$ cat src/rtl/regfile_sb.sv
// rtl/regfile_sb.sv - RV32I integer register file with bypass, busy scoreboard and clear sequencer
// Two async read ports, one sync write port; x0 reads as zero and is never stored.
module regfile_sb #(
    parameter  int XLEN   = 32,
    parameter  int NREG   = 32,
    parameter  int BYPASS = 1,
    localparam int AW     = $clog2(NREG)
) (
    input  logic            clk,
    input  logic            rst,
    input  logic            clear_req,
    output logic            ready,
    input  logic            WE,
    input  logic [AW-1:0]   AddD,
    input  logic [XLEN-1:0] DataD,
    input  logic [AW-1:0]   AddA,
    output logic [XLEN-1:0] DataA,
    input  logic [AW-1:0]   AddB,
    output logic [XLEN-1:0] DataB,
    input  logic            issue_vld,
    input  logic [AW-1:0]   issue_rd,
    output logic            busyA,
    output logic            busyB
);

    typedef enum logic {
        CLEAR = 1'b0,
        IDLE  = 1'b1
    } state_t;

    localparam logic [AW-1:0] LAST_IDX = AW'(NREG - 1);
    localparam logic [AW-1:0] FIRST_IDX = AW'(1);

    state_t          state;
    logic [AW-1:0]   idx;
    logic [NREG-1:0] busy;
    logic [NREG-1:0] busyNext;
    logic [XLEN-1:0] xreg [NREG];

    logic writeEn;
    logic bypassA;
    logic bypassB;

    assign writeEn = ready && WE && (AddD != '0);

    always_ff @(posedge clk or posedge rst) begin
        if (rst) begin
            state <= CLEAR;
            idx   <= FIRST_IDX;
            busy  <= '0;
            ready <= 1'b0;
        end else begin
            case (state)
                CLEAR: begin
                    if (idx == LAST_IDX) begin
                        state <= IDLE;
                        ready <= 1'b1;
                    end else begin
                        idx <= idx + AW'(1);
                    end
                end
                IDLE: begin
                    if (clear_req) begin
                        state <= CLEAR;
                        idx   <= FIRST_IDX;
                        busy  <= '0;
                        ready <= 1'b0;
                    end else begin
                        busy <= busyNext;
                    end
                end
                default: begin
                    state <= CLEAR;
                    idx   <= FIRST_IDX;
                    busy  <= '0;
                    ready <= 1'b0;
                end
            endcase
        end
    end

    // Storage carries no reset: the clear sequencer zeroes it one entry per cycle.
    always_ff @(posedge clk) begin
        if (state == CLEAR) begin
            xreg[idx] <= '0;
        end else if (writeEn) begin
            xreg[AddD] <= DataD;
        end
    end

    // A new issue to r outranks a writeback to r: the issued instruction is the newer producer.
    always_comb begin
        busyNext = busy;
        for (int r = 1; r < NREG; r++) begin
            if (issue_vld && (issue_rd == AW'(r))) begin
                busyNext[r] = 1'b1;
            end else if (WE && (AddD == AW'(r))) begin
                busyNext[r] = 1'b0;
            end
        end
        busyNext[0] = 1'b0;
    end

    assign bypassA = (BYPASS != 0) && WE && (AddD == AddA) && (AddA != '0);
    assign bypassB = (BYPASS != 0) && WE && (AddD == AddB) && (AddB != '0);

    always_comb begin
        DataA = '0;
        DataB = '0;
        busyA = 1'b0;
        busyB = 1'b0;
        if (ready) begin
            if (AddA != '0) begin
                DataA = bypassA ? DataD : xreg[AddA];
            end
            if (AddB != '0) begin
                DataB = bypassB ? DataD : xreg[AddB];
            end
            busyA = busy[AddA] && !bypassA;
            busyB = busy[AddB] && !bypassB;
        end
    end

endmodule
$ cat config.mk
export PLATFORM = sky130hd
export DESIGN_NAME = regfile_sb
export DESIGN_NICKNAME = d
export VERILOG_FILES = /design/src/rtl/regfile_sb.sv
export SDC_FILE = /design/constraint.sdc
export NUM_CORES = 2
export LEC_CHECK = 0
export BUFFER_PORTS_ARGS = -buffer_cell sky130_fd_sc_hd__buf_2
export CAP_MARGIN = 5
export CORE_MARGIN = 2
export CORE_UTILIZATION = 50
export CTS_CLUSTER_SIZE = 8
export DETAILED_ROUTE_END_ITERATION = 7
export GPL_ROUTABILITY_DRIVEN = 0
export PLACE_DENSITY_LB_ADDON = 0.1
export SLEW_MARGIN = 20
export SYNTH_ARGS = -nofsm -noshare
export SYNTH_HDL_FRONTEND = slang
export SYNTH_SLANG_ARGS = --single-unit
$ cat constraint.sdc
create_clock -name clk -period 5.1 [get_ports clk]
set_input_delay 0.51 -clock clk [delete_from_list [all_inputs] [get_ports clk]]
set_output_delay 0.51 -clock clk [all_outputs]
set_load 0.01 [all_outputs]
==> impl_metrics.yaml <==
synth:
  synth_area_um2: 52000
  synth-simple-area-share: 0.0266
  ys_warn_count: 0
  syn_inst: 3362
  yosysTopAreaCellShare: 0.591
  syn_nets: 3421
  synth_xor_area_frac: 0.00202
  ys_ff_latch: 1062
  synth-edff-count: 1024
  ys_top_cells_by_area: "edfxtp_1, mux2i_1, mux4_2"
  ys_types: 53
  synthAdderAreaFrac: 0.000481
  syn_area_per_cell_um2: 15.5
  ys_seq_area_frac: 0.610
  synth.largest_area_cell: "edfxtp_1"
  synth_flop_cell: "edfxtp_1"
  synthMuxAreaShare: 0.230
  async_flop_share: 0.0358
  synth_top_family_by_area: "multiplexers"
  synth_compound_area_frac: 0.103
grt:
  grt_max_degree: 69
  overflow: 0
  busiest_layer: "met2"
  grt_pass1_wl_um: 246000
  grtUsageMet2: 0.495
  grt.total_usage: 0.321
  antenna_found_initial: 7
  use_met1: 0.436
  grt_pass1_vias: 35300
  grtUsageMet3: 0.0755
power_and_ir_drop:
  p_leak_nw: 21.5
  switchingPower_w: 0.00702
  p_seq_frac: 0.449
  p_int_w: 0.0171
  ir_worst_vdd_mv: 0.361
  comb_power_share: 0.175
  pwr-share-clk: 0.376
  swShare: 0.291
  p_per_area_nw_per_um2: 410
  power_w: 0.0241
drt:
  dr.pass1.iters: 5
  post_drt_wl_per_cell_um: 35.4
  wl_um: 173000
  drtIter0Drc: 4372
  drcViolationCount: 0
  vias: 34500
  via_per_inst: 7.04
  postRouteAntennaNets: 0
cells_and_area:
  fillers: 8045
  antenna_cells: 0
  drive_gt1_frac: 0.206
  utilization: 0.570
  area_delta_synth_final_pct: 13.2
  nets: 3548
  multiInputGateArea_um2: 19200
  ff_latch_area_um2: 31700
  final_cell_mix: "edfxtp_1, mux2i_1, mux4_2"
  layout_commonest_cell: "edfxtp_1"
critical_path:
  cp-start-kind: "input port"
  path_class: "input port to output pin"
  required_ns: 4.59
  critPathMaxFanout: 33
  critical_path_arrival_ns: 3.56
  end_kind: "output pin"
cts:
  cts.sinks: 1062
  clockBufferDepth: 3
  path_clk_slew_ns: 0.06
  clk_latency_ns: 0.77
  post_cts_buffers: 0
  cts_tree: "yes"
  htreeDepth: 4
  cts-buffers-inserted: 151
  root_buffer: "clkbuf_16"
sta:
  clock.fmax_ghz: 0.246
  hold_viol_final: 0
  period_needed_ns: 4.07
  rsz0062_at_grt: "no"
  worst_pin_slew_ns: 1.24
  fin_worst_skew_ns: 0.0253
  setup_tns_ns: 0
  setup_viol: 0
  max-slew-margin-rel: 0.167
  maxSlewViolCount: 0
  fin_ws_ns: 1.03
  min_period_over_period: 0.798
floorplanning:
  coreArea_um2: 103000
  die_h_um: 326
  num_rows: 118
  io_pins: 124
  initial_utilization: 0.503
  die_w_um: 326
  dieArea_um2: 107000
place:
  io_buffers: 123
  dp_slack_ns: 1.21
  dpl.hpwl_um: 106000
min_path:
  worstHoldPathType: "input port to register"
flow_run:
  cap_violations: 0
run_status:
  status: "finished clean"
==> worst paths after layout <==
check	start	endpoint	slack [ns]	cells after the start
max	AddA[2]	DataA[23]	1.03	8
min	issue_rd[1]	busy[7]$_DFFE_PP0P_	0.09	3
max reg2reg	ready$_DFFE_PP0P_	xreg[28][27]$_DFFE_PP_	1.60	6
min reg2reg	busy[14]$_DFFE_PP0P_	busy[14]$_DFFE_PP0P_	0.52	2
max in group asynchronous	rst	idx[0]$_DFFE_PP1N_	4.30	4
min in group asynchronous	rst	busy[5]$_DFFE_PP0P_	0.43	4
==> stage by stage <==
step / cells / instance area, µm² / hold WS [ns]
after floorplan: 3362 / 52000 / 0.459
after global placement: 4713 / 54700 / 0.505
after detailed placement: 4714 / 54700 / 0.509
after CTS: 4895 / 58900 / 0.0460
after global routing: 4896 / 58900 / 0.0783
final: 4896 / 58900 / 0.0878
==> cell usage after synthesis, drive strengths merged (14+ instances only) <==
cell / number
edfxtp: 1024
o211ai: 65
mux2i: 713
clkbuf: 146
dfrtp: 37
nand3: 16
buf: 140
nand2: 117
a22oi: 133
o21ai: 157
a221oi: 128
a21oi: 141
and2: 40
o21a: 64
nor2: 65
nor2b: 14
mux4: 210
a22o: 67
==> routing by layer <==
layer	routed length (µm)	up-vias
met5	35	-
met4	8210	6
met3	17200	472
met2	79800	2114
met1	67900	17900
li1	-	13900
==> sequential cells by signal, indices dropped and copies added, names as in the netlist <==
signal	cells
idx	5
busy	31
ready	1
xreg	1024
state	1
==> power by group through the flow <==
| stage | clock (W) | combinational [W] | sequential (W) |
|---|---|---|---|
| detailed placement | 0 | 0.00416 | 0.0110 |
| global placement | 0 | 0.00408 | 0.0109 |
| floorplan | 0 | 0.00230 | 0.0109 |
| CTS | 0.00914 | 0.00417 | 0.0108 |
| finish | 0.00906 | 0.00423 | 0.0108 |
| global route | 0.00949 | 0.00438 | 0.0109 |
==> area by class of cell <==
type	instances	area share
sequential	1062	0.538
multi-input combinational	2009	0.326
clock buffer	164	0.0652
timing repair buffer	260	0.0352
tap	1380	0.0293
clock inverter	16	0.00531
inverter	5	0.000319
==> kinds of logic after synthesis <==
kind of cell / after synthesis
multiplexers: 928
flip-flops: 1062
AND/OR/NAND/NOR: 293
adder cells (fa/ha/maj): 2
buffers and inverters: 291
AO/OA/AOI/OAI: 774
XOR/XNOR: 12
==> worst max-delay path, stage by stage <==
cell and delay (ns):
buf_4 0.56, nor3b_2 1.03, buf_4 0.37, a221oi_1 0.10
o21ai_0 0.21, o21a_1 0.42, a21oi_1 0.13, buf_2 0.15
==> what timing repair did <==
item                                   CTS  global route
hold buffers                             1             0
gates resized for setup                  0             0
endpoints found under the hold margin   37             0
No activity file was read; power rests on OpenSTA's default activity.
